<file path="src/rtl/triangle_scan.sv">
// Triangle scan generator: walks the signed bounding box of three vertices in
// row-major order and streams the points that pass the three-edge sign test.
module triangle_scan #(
  parameter bit          EMIT_ALL = 1'b0,
  parameter int unsigned CNT_W    = 24
) (
  input  logic             clk,
  input  logic             rst_n,
  input  logic             tri_valid,
  output logic             tri_ready,
  input  logic [11:0]      p1x,
  input  logic [11:0]      p1y,
  input  logic [11:0]      p2x,
  input  logic [11:0]      p2y,
  input  logic [11:0]      p3x,
  input  logic [11:0]      p3y,
  output logic             pix_valid,
  input  logic             pix_ready,
  output logic [11:0]      pix_x,
  output logic [11:0]      pix_y,
  output logic             pix_in,
  output logic             done,
  output logic [CNT_W-1:0] pix_count
);

  localparam int unsigned CW = 12;
  localparam int unsigned DW = 13;
  localparam int unsigned PW = 26;
  localparam int unsigned EW = 27;

  typedef enum logic [1:0] {S_IDLE, S_SETUP, S_SCAN, S_FIN} state_t;

  state_t state;
  logic signed [CW-1:0] v1x, v1y, v2x, v2y, v3x, v3y;
  logic signed [CW-1:0] xmin, xmax, ymax;
  logic signed [CW-1:0] cur_x, cur_y;

  logic signed [CW-1:0] bxmin_c, bxmax_c, bymin_c, bymax_c;
  logic signed [CW-1:0] nx_c, ny_c;
  logic                 s1_c, s2_c, s3_c, in_c, emit_c, last_c;

  function automatic logic signed [CW-1:0] min3(input logic signed [CW-1:0] a,
                                                input logic signed [CW-1:0] b,
                                                input logic signed [CW-1:0] c);
    logic signed [CW-1:0] m;
    m = (a < b) ? a : b;
    return (c < m) ? c : m;
  endfunction

  function automatic logic signed [CW-1:0] max3(input logic signed [CW-1:0] a,
                                                input logic signed [CW-1:0] b,
                                                input logic signed [CW-1:0] c);
    logic signed [CW-1:0] m;
    m = (a > b) ? a : b;
    return (c > m) ? c : m;
  endfunction

  // Exact edge function sign: 13-bit differences, 26-bit products, 27-bit sum.
  function automatic logic edge_pos(input logic signed [CW-1:0] ax,
                                    input logic signed [CW-1:0] ay,
                                    input logic signed [CW-1:0] bx,
                                    input logic signed [CW-1:0] by,
                                    input logic signed [CW-1:0] px,
                                    input logic signed [CW-1:0] py);
    logic signed [DW-1:0] dpx, dpy, dax, day;
    logic signed [PW-1:0] m0, m1;
    logic signed [EW-1:0] e;
    dpx = DW'(px) - DW'(bx);
    dpy = DW'(py) - DW'(by);
    dax = DW'(ax) - DW'(bx);
    day = DW'(ay) - DW'(by);
    m0  = PW'(dpx) * PW'(day);
    m1  = PW'(dax) * PW'(dpy);
    e   = EW'(m0) - EW'(m1);
    return !e[EW-1];
  endfunction

  // Next candidate to present and its inside test.
  always_comb begin
    bxmin_c = min3(v1x, v2x, v3x);
    bxmax_c = max3(v1x, v2x, v3x);
    bymin_c = min3(v1y, v2y, v3y);
    bymax_c = max3(v1y, v2y, v3y);
    nx_c    = cur_x;
    ny_c    = cur_y;
    if (state == S_SETUP) begin
      nx_c = bxmin_c;
      ny_c = bymin_c;
    end else if (cur_x == xmax) begin
      nx_c = xmin;
      ny_c = cur_y + 12'sd1;
    end else begin
      nx_c = cur_x + 12'sd1;
    end
    s1_c   = edge_pos(v1x, v1y, v2x, v2y, nx_c, ny_c);
    s2_c   = edge_pos(v2x, v2y, v3x, v3y, nx_c, ny_c);
    s3_c   = edge_pos(v3x, v3y, v1x, v1y, nx_c, ny_c);
    in_c   = (s1_c == s2_c) && (s2_c == s3_c);
    emit_c = EMIT_ALL || in_c;
    last_c = (cur_x == xmax) && (cur_y == ymax);
  end

  always_ff @(posedge clk or negedge rst_n) begin
    if (!rst_n) begin
      state     <= S_IDLE;
      tri_ready <= 1'b0;
      pix_valid <= 1'b0;
      pix_in    <= 1'b0;
      done      <= 1'b0;
      pix_count <= '0;
      cur_x     <= '0;
      cur_y     <= '0;
      xmin      <= '0;
      xmax      <= '0;
      ymax      <= '0;
      v1x <= '0; v1y <= '0; v2x <= '0; v2y <= '0; v3x <= '0; v3y <= '0;
    end else begin
      case (state)
        S_IDLE: begin
          tri_ready <= 1'b1;
          if (tri_valid && tri_ready) begin
            v1x <= p1x; v1y <= p1y; v2x <= p2x; v2y <= p2y; v3x <= p3x; v3y <= p3y;
            tri_ready <= 1'b0;
            state     <= S_SETUP;
          end
        end
        S_SETUP: begin
          xmin      <= bxmin_c;
          xmax      <= bxmax_c;
          ymax      <= bymax_c;
          pix_count <= '0;
          cur_x     <= nx_c;
          cur_y     <= ny_c;
          pix_valid <= emit_c;
          pix_in    <= EMIT_ALL ? in_c : 1'b1;
          state     <= S_SCAN;
        end
        S_SCAN: begin
          // A held point retires only on pix_ready; a skipped candidate always retires.
          if (!pix_valid || pix_ready) begin
            if (pix_valid && pix_in) pix_count <= pix_count + CNT_W'(1);
            if (last_c) begin
              pix_valid <= 1'b0;
              done      <= 1'b1;
              state     <= S_FIN;
            end else begin
              cur_x     <= nx_c;
              cur_y     <= ny_c;
              pix_valid <= emit_c;
              pix_in    <= EMIT_ALL ? in_c : 1'b1;
            end
          end
        end
        S_FIN: begin
          done      <= 1'b0;
          tri_ready <= 1'b1;
          state     <= S_IDLE;
        end
        default: state <= S_IDLE;
      endcase
    end
  end

  assign pix_x = cur_x;
  assign pix_y = cur_y;

endmodule

</file>
<file path="config.mk">
export PLATFORM = sky130hd
export DESIGN_NAME = triangle_scan
export DESIGN_NICKNAME = d
export VERILOG_FILES = /design/src/rtl/triangle_scan.sv
export SDC_FILE = /design/constraint.sdc
export NUM_CORES = 2
export LEC_CHECK = 0
export BUFFER_PORTS_ARGS = -buffer_cell sky130_fd_sc_hd__buf_2
export CAP_MARGIN = 20
export CORE_ASPECT_RATIO = 1.75
export CORE_MARGIN = 3
export CORE_UTILIZATION = 50
export CTS_CLUSTER_SIZE = 8
export DETAILED_ROUTE_END_ITERATION = 12
export GPL_ROUTABILITY_DRIVEN = 0
export PLACE_DENSITY_LB_ADDON = 0.3
export RECOVER_POWER = 100
export SLEW_MARGIN = 20
export SYNTH_ARGS = -nofsm -noshare
export SYNTH_HDL_FRONTEND = slang
export SYNTH_SLANG_ARGS = --single-unit
</file>
<file path="constraint.sdc">
create_clock -name clk -period 12.1 [get_ports clk]
set_input_delay 0 -clock clk [delete_from_list [all_inputs] [get_ports clk]]
set_output_delay 0 -clock clk [all_outputs]
set_load 0.005 [all_outputs]
</file>
; ---- Word-level counts from Yosys, hierarchy flattened
; Cells that the tools add are included.
[totals]
register_bits = 162
input_bits = 76
out_inout_bits = 52
word_cells = 116
[classes]
n_addsub = 18
n_mul = 6
order_cmp = 8
n_eq_ne = 12
mux = 36
n_reduce_logical = 19
[op_table]
columns = operator, count
row1 = 12-bit 2-to-1 mux, 16
row2 = 13-bit by 13-bit multiplier with 26-bit output, 6
row3 = 12-bit by 12-bit subtractor with 13-bit output, 12
row4 = 26-bit by 26-bit subtractor with 27-bit output, 3
row5 = 12-bit > comparator, 4
row6 = 12-bit < comparator, 4
row7 = 24-bit 2-to-1 mux, 2
row8 = 12-bit case mux with 2 select lines, 2
row9 = 24-bit case mux with 2 select lines, 1
row10 = 12-bit by 2-bit adder with 12-bit output (second input constant), 2
row11 = 24-bit by 1-bit adder with 24-bit output (second input constant), 1
row12 = 12-bit == test, 2
row13 = 3-bit AND reduction, 4
row14 = 2-bit inequality test (second input constant), 5
row15 = 1-bit case mux with 2 select lines, 4
row16 = 2-bit case mux with 4 select lines, 1
row17 = 1-bit 2-to-1 mux, 7
row18 = 2-bit 2-to-1 mux, 3
row19 = 2-bit nonzero test, 3
row20 = 2-bit == test (second input constant), 2
row21 = 1-bit logical AND, 4
row22 = 1-bit logical NOT, 4
row23 = 2-bit AND reduction, 2
row24 = 1-bit == test, 2
row25 = 3 further kinds, 3

; ---- Logic depth before layout (Yosys ltp)
[depth]
depth_word = 14
mapped_depth = 58
mapped_depth_nobuf = 55

; ---- Worst setup path before layout
; OpenSTA, ideal clock, no wires.
[synth_path]
path_kind = register -> register
start = register v2x[1]
end = register pix_valid
setup_ps = 67
t_arrival_ps = 11930
required_ps = 12033
slack_ps = 103
stages_incl_launch_ff = 55
n_path_buf = 3
synth_period_minus_slack_ps = 11997
path_cell_list = dfrtp_1 -> inv_1 -> ha_1 -> nor2b_1 -> o21ai_1 -> a21boi_1 -> o21bai_4 -> nand2_1 -> o21ai_1 -> buf_4 -> mux2i_1 -> inv_1 -> ha_1 -> a2111oi_4 -> nand3_1 -> o21ai_0 -> a211o_1 -> a211oi_4 -> [19 not listed] -> fa_1 -> fa_1 -> inv_1 -> fa_1 -> fa_1 -> inv_1 -> fa_1 -> inv_1 -> ha_1 -> a211oi_1 -> o21ai_0 -> a221oi_1 -> inv_1 -> o31ai_1 -> xnor2_1 -> or2_2 -> mux2i_1 -> a32o_1
[synth_between]
elab_chain_cells = 14
[synth_rtl]
columns = element, line_no
row1 = "start, declared", 34  ; logic signed [CW-1:0] v1x, v1y, v2x, v2y, v3x, v3y;
row2 = "start signal, assigned", 122  ; v1x <= p1x; v1y <= p1y; v2x <= p2x; v2y <= p2y; v3x <= p3x; v3y <= p3y;
row3 = 12-bit < comparator, 46  ; m = (a < b) ? a : b;
row4 = 12-bit 2-to-1 mux *, 46
row5 = 12-bit < comparator, 47  ; return (c < m) ? c : m;
row6 = 12-bit 2-to-1 mux *, 47
row7 = 12-bit 2-to-1 mux *, 86  ; if (state == S_SETUP) begin
row8 = named net nx_c[2], 39  ; logic signed [CW-1:0] nx_c, ny_c;
row9 = 12-bit by 12-bit subtractor with 13-bit output, 68  ; dpx = DW'(px) - DW'(bx);
row10 = 13-bit by 13-bit multiplier with 26-bit output, 72  ; m0 = PW'(dpx) * PW'(day);
row11 = 26-bit by 26-bit subtractor with 27-bit output, 74  ; e = EW'(m0) - EW'(m1);
row12 = 1-bit logical NOT, 75  ; return !e[EW-1];
row13 = 1-bit == test, 98  ; in_c = (s1_c == s2_c) && (s2_c == s3_c);
row14 = 1-bit logical AND *, 98
row15 = 1-bit 2-to-1 mux, 142  ; if (last_c) begin
row16 = 1-bit 2-to-1 mux, 140  ; if (!pix_valid || pix_ready) begin
row17 = 1-bit case mux with 2 select lines *, 118  ; case (state)
row18 = "end signal, assigned", 134  ; pix_valid <= emit_c;
row19 = "end signal, assigned", 149  ; pix_valid <= emit_c;
row20 = "end, declared", 17  ; output logic pix_valid,
; The timed path passes the listed nets; every way through them passes the cells marked *. The select of a mux whose other input is x is not followed.
; A chain may end at the register's enable or synchronous reset.

; ---- Final worst setup path
[layout_path]
start = register v2x[6]
end = register pix_valid
[layout_between]
elab_chain_cells = 14
[layout_rtl]
columns = element, line_no
row1 = 12-bit < comparator, 46
row2 = 12-bit 2-to-1 mux, 46
row3 = 12-bit < comparator, 47
row4 = 12-bit 2-to-1 mux, 47
row5 = 12-bit 2-to-1 mux, 86
row6 = 12-bit by 12-bit subtractor with 13-bit output, 68
row7 = 13-bit by 13-bit multiplier with 26-bit output, 72
row8 = 26-bit by 26-bit subtractor with 27-bit output, 74
row9 = 1-bit logical NOT, 75
row10 = 1-bit == test, 98
row11 = 1-bit logical AND *, 98
row12 = 1-bit 2-to-1 mux, 142
row13 = 1-bit 2-to-1 mux, 140
row14 = 1-bit case mux with 2 select lines *, 118
; Mark *: on every way between the ends. The rest lies on a longest branch, timed or not. The select of a mux whose other input is x is not followed.

==> impl_results.md <==
- Highest Signal Layer: met5
- Post-route ant nets: 0
- Hold Fails Final Rpt: 0
- Layout cells sized above 1: 0.1710
- Util after Layout: 0.5920
- Rows: around 160
- Rel. slew slack: -1.343
- Total congestion overflow: 0
- # clock sinks: between 150 and 200
- Cell variety after synth: between 90 and 100
- CTS Buf Count: 17
- Total track usage: 0.3344
- Synth Instances: between 6000 and 7000
- Worst endpoint required time: ~13000 ps
- RSZ-0062 raised after global routing: true
- Clock latency on the worst-skew pair: roughly 470 ps
- Routed WL: between 150000 and 200000 um
- Largest register FFs: 24
- Async SR Flop Fraction: 1.000
- Yosys top cell by area: fa_1
- Detailed Place HPWL: roughly 160000 um
- Reg clk slew, reported paths: ~80 ps
- Hold EP: v2x[3]
- Met2 wire len: between 90000 and 100000 um
- Slew Viols, Final: 243
- Min-delay worst type: input port to register
- Fmax: around 82 MHz
- Skew final: 13.36 ps
- Top area cells in the synthesized netlist: fa_1, ha_1, inv_1
- Most flops, register: pix_count
- Area of the core: 0.1104 sq mm
- Setup crit start kind: register
- Detailed Routing Iterations Pass 1: 8
- Global-route wire length before repair: around 290000 um
- Die height: ~450 um
- Cell Count, Final, Fillers Out: between 8000 and 9000
- Dpl cells: about 8000
- Die Area: approximately 0.12 sq mm
- Crit path DAT: 12560 ps
- DR vias/cell: ~5.7
- Slowest CP cell: fa_1
- Fin crit share: 1.004
- CTS tree: built
- Worst r2r path cells: 57
- Final setup fails: 1
- Setup Crit Path Kind: register to register
- PortBufs: about 130
- Post-synth top flop: dfrtp_1
- Worst hold path depth: 3
- I/O pins: 128
- FF-to-FF setup slack: -50 ps
- Seq/Total Area, Yosys: 0.07269
- Avg Cell Area, Syn: roughly 9.1 sq um
- Root Driver: clkbuf_16
- Clock Tree Buf Depth: 2
- Fin crit period: 12150 ps
- Vias in the first global route: slightly above 50000
- Synth-to-Final Area Change: 17.19%
- Initial antenna violation count: 7
- Initial Util: 0.5052
- Met3 WL: approximately 12000 um
- CP Capture Type: register
- Met1 WL: about 56000 um
- Die Wd: around 260 um
- Final worst slack: -53.82 ps
- Cell with the most instances after synthesis: inv_1
- CTS H-Tree Depth: 4
- Post-synth top cells: inv_1, fa_1, ha_1, nand2_1, nor2_1
- Critical R2R Launch: v2x[6]
- Worst reg2reg path endpoint: pix_valid
- Final net count: 8617
- Most frequent CP cell: fa_1
- Max stage delay on crit path: 560 ps
- Total number of vias: approximately 47000
- Routed length per placed instance: approximately 23 um
- Yosys warnings: 0
- Post-Syn Nets: approximately 8000
- Iteration-0 DRC Markers: 2932
- Outcome: finished with violations
- Seq cells post-synth: between 150 and 200
- Post-synth top area share: 0.4211
- Worst-Margin Slew: ~3500 ps
- Crit-path max FO: 10
- Hold path start: p2x[3]
- Failing checks: capacitance limit, slew limit, setup timing
- Max-cap violation count: 5
- Pin count of the biggest net entering global routing: between 70 and 80
- Post-synth EDFFs: 0
- DRC viols: 0
- Synth Cell Area: around 0.056 sq mm
[metrics by stage]
| step | setup slack [ps] | hold WS (ps) | instance area (sq um) | TNS (ps) |
|---|---|---|---|---|
| 5_1_grt | -494.9 | 307.3 | 65350 | -494.9 |
| 3_3_place_gp | -590.1 | -62.67 | 62540 | -590.1 |
| 3_5_place_dp | -854.3 | -62.12 | 62540 | -854.3 |
| 6_report | -53.82 | 301.1 | 65350 | -53.82 |
| 4_1_cts | -301.9 | 285.8 | 64000 | -301.9 |
| 2_1_floorplan | 102.7 | -295.6 | 55770 | 0 |
[routing by layer]
metal | up-vias | global-route usage
met5 | - | 0
met1 | 23560 | 0.3061
met2 | 2191 | 0.6002
li1 | 20110 | -
met3 | 1137 | 0.05423
met4 | 2 | 0.3565
[placed cells by master (no fill, tap or decap), types with 17 or more instances in the layout]
cell type,synthesis,routed
mux2i_1,41,25
a21oi_2,4,21
ha_1,542,519
a21o_1,39,38
xnor2_1,134,121
fa_1,1173,1152
a211oi_1,28,24
dfrtp_1,162,162
buf_6,2,18
nor3_1,99,89
nand4_1,25,25
or2_2,45,44
o21a_1,38,34
o21ai_1,14,34
buf_2,22,87
nor2b_1,81,72
a211o_1,17,17
fa_2,0,21
a21oi_1,125,106
a31oi_1,18,18
mux2_2,85,83
ha_4,0,19
buf_12,0,24
clkbuf_1,168,47
o21ai_0,138,98
nand2_1,502,501
clkbuf_16,0,18
o31ai_1,24,21
buf_4,5,617
and3_1,30,25
inv_1,1506,1490
xor2_1,99,92
nand3_1,77,73
o21ai_2,3,21
or3_1,47,43
nand2b_1,132,132
nor2_1,456,454
and2_1,18,17
dlygate4sd3_1,0,77
[worst max-delay path: cells and delay by family, from the launching register on]
kind / cells / cell delay, ps
xor+xnor: 2 / 360
fa+ha+maj: 12 / 5020
simple gates: 11 / 1470
buf+inv: 11 / 1050
mux: 2 / 470
flops: 1 / 380
compound gates: 19 / 3340
[layout make-up]
cell class                      count  area, sq um
Clock inverter                     13        158.9
Timing Repair Buffer              873         6766
Inverter                         1507         5660
Multi-Input combinational cell   4265        46430
Tap cell                         1467         1836
Clock buffer                       18        439.2
Fill cell                        9637        45040
Antenna cell                        3        7.507
Sequential cell                   162         4054
[how the worst max path moves through the flow]
| stage | from | end | slack (ps) | cells after the start |
|---|---|---|---|---|
| after floorplan | v2x[1] | pix_valid | 100 | 54 |
| after global placement | v2y[1] | pix_valid | -590 | 54 |
| after detailed placement | v2y[1] | pix_valid | -850 | 54 |
| after CTS | v2x[9] | pix_valid | -300 | 55 |
| after global routing | v2y[1] | pix_valid | -490 | 56 |
| final | v2x[6] | pix_valid | -50 | 57 |
[cells by family after synthesis]
logic type / Yosys count / synth area share
AO/OA/AOI/OAI: 606 / 0.07321
XOR/XNOR: 233 / 0.03659
adder cells (fa/ha/maj): 1715 / 0.5427
buffers and inverters: 1708 / 0.1161
flip-flops: 162 / 0.07269
multiplexers: 126 / 0.02452
AND/OR/NAND/NOR: 1585 / 0.1342
[timing repair]
item,CTS,global route
gates resized for setup,24,271
hold buffers,77,0
pin swaps,3,147
endpoints found under the hold margin,113,0
setup endpoints to repair,1,1
cloned,0,3
setup buffers,1,41
Power is not shown: default switching activity piles up to over one toggle a cycle in this logic, so the estimate is an artifact.
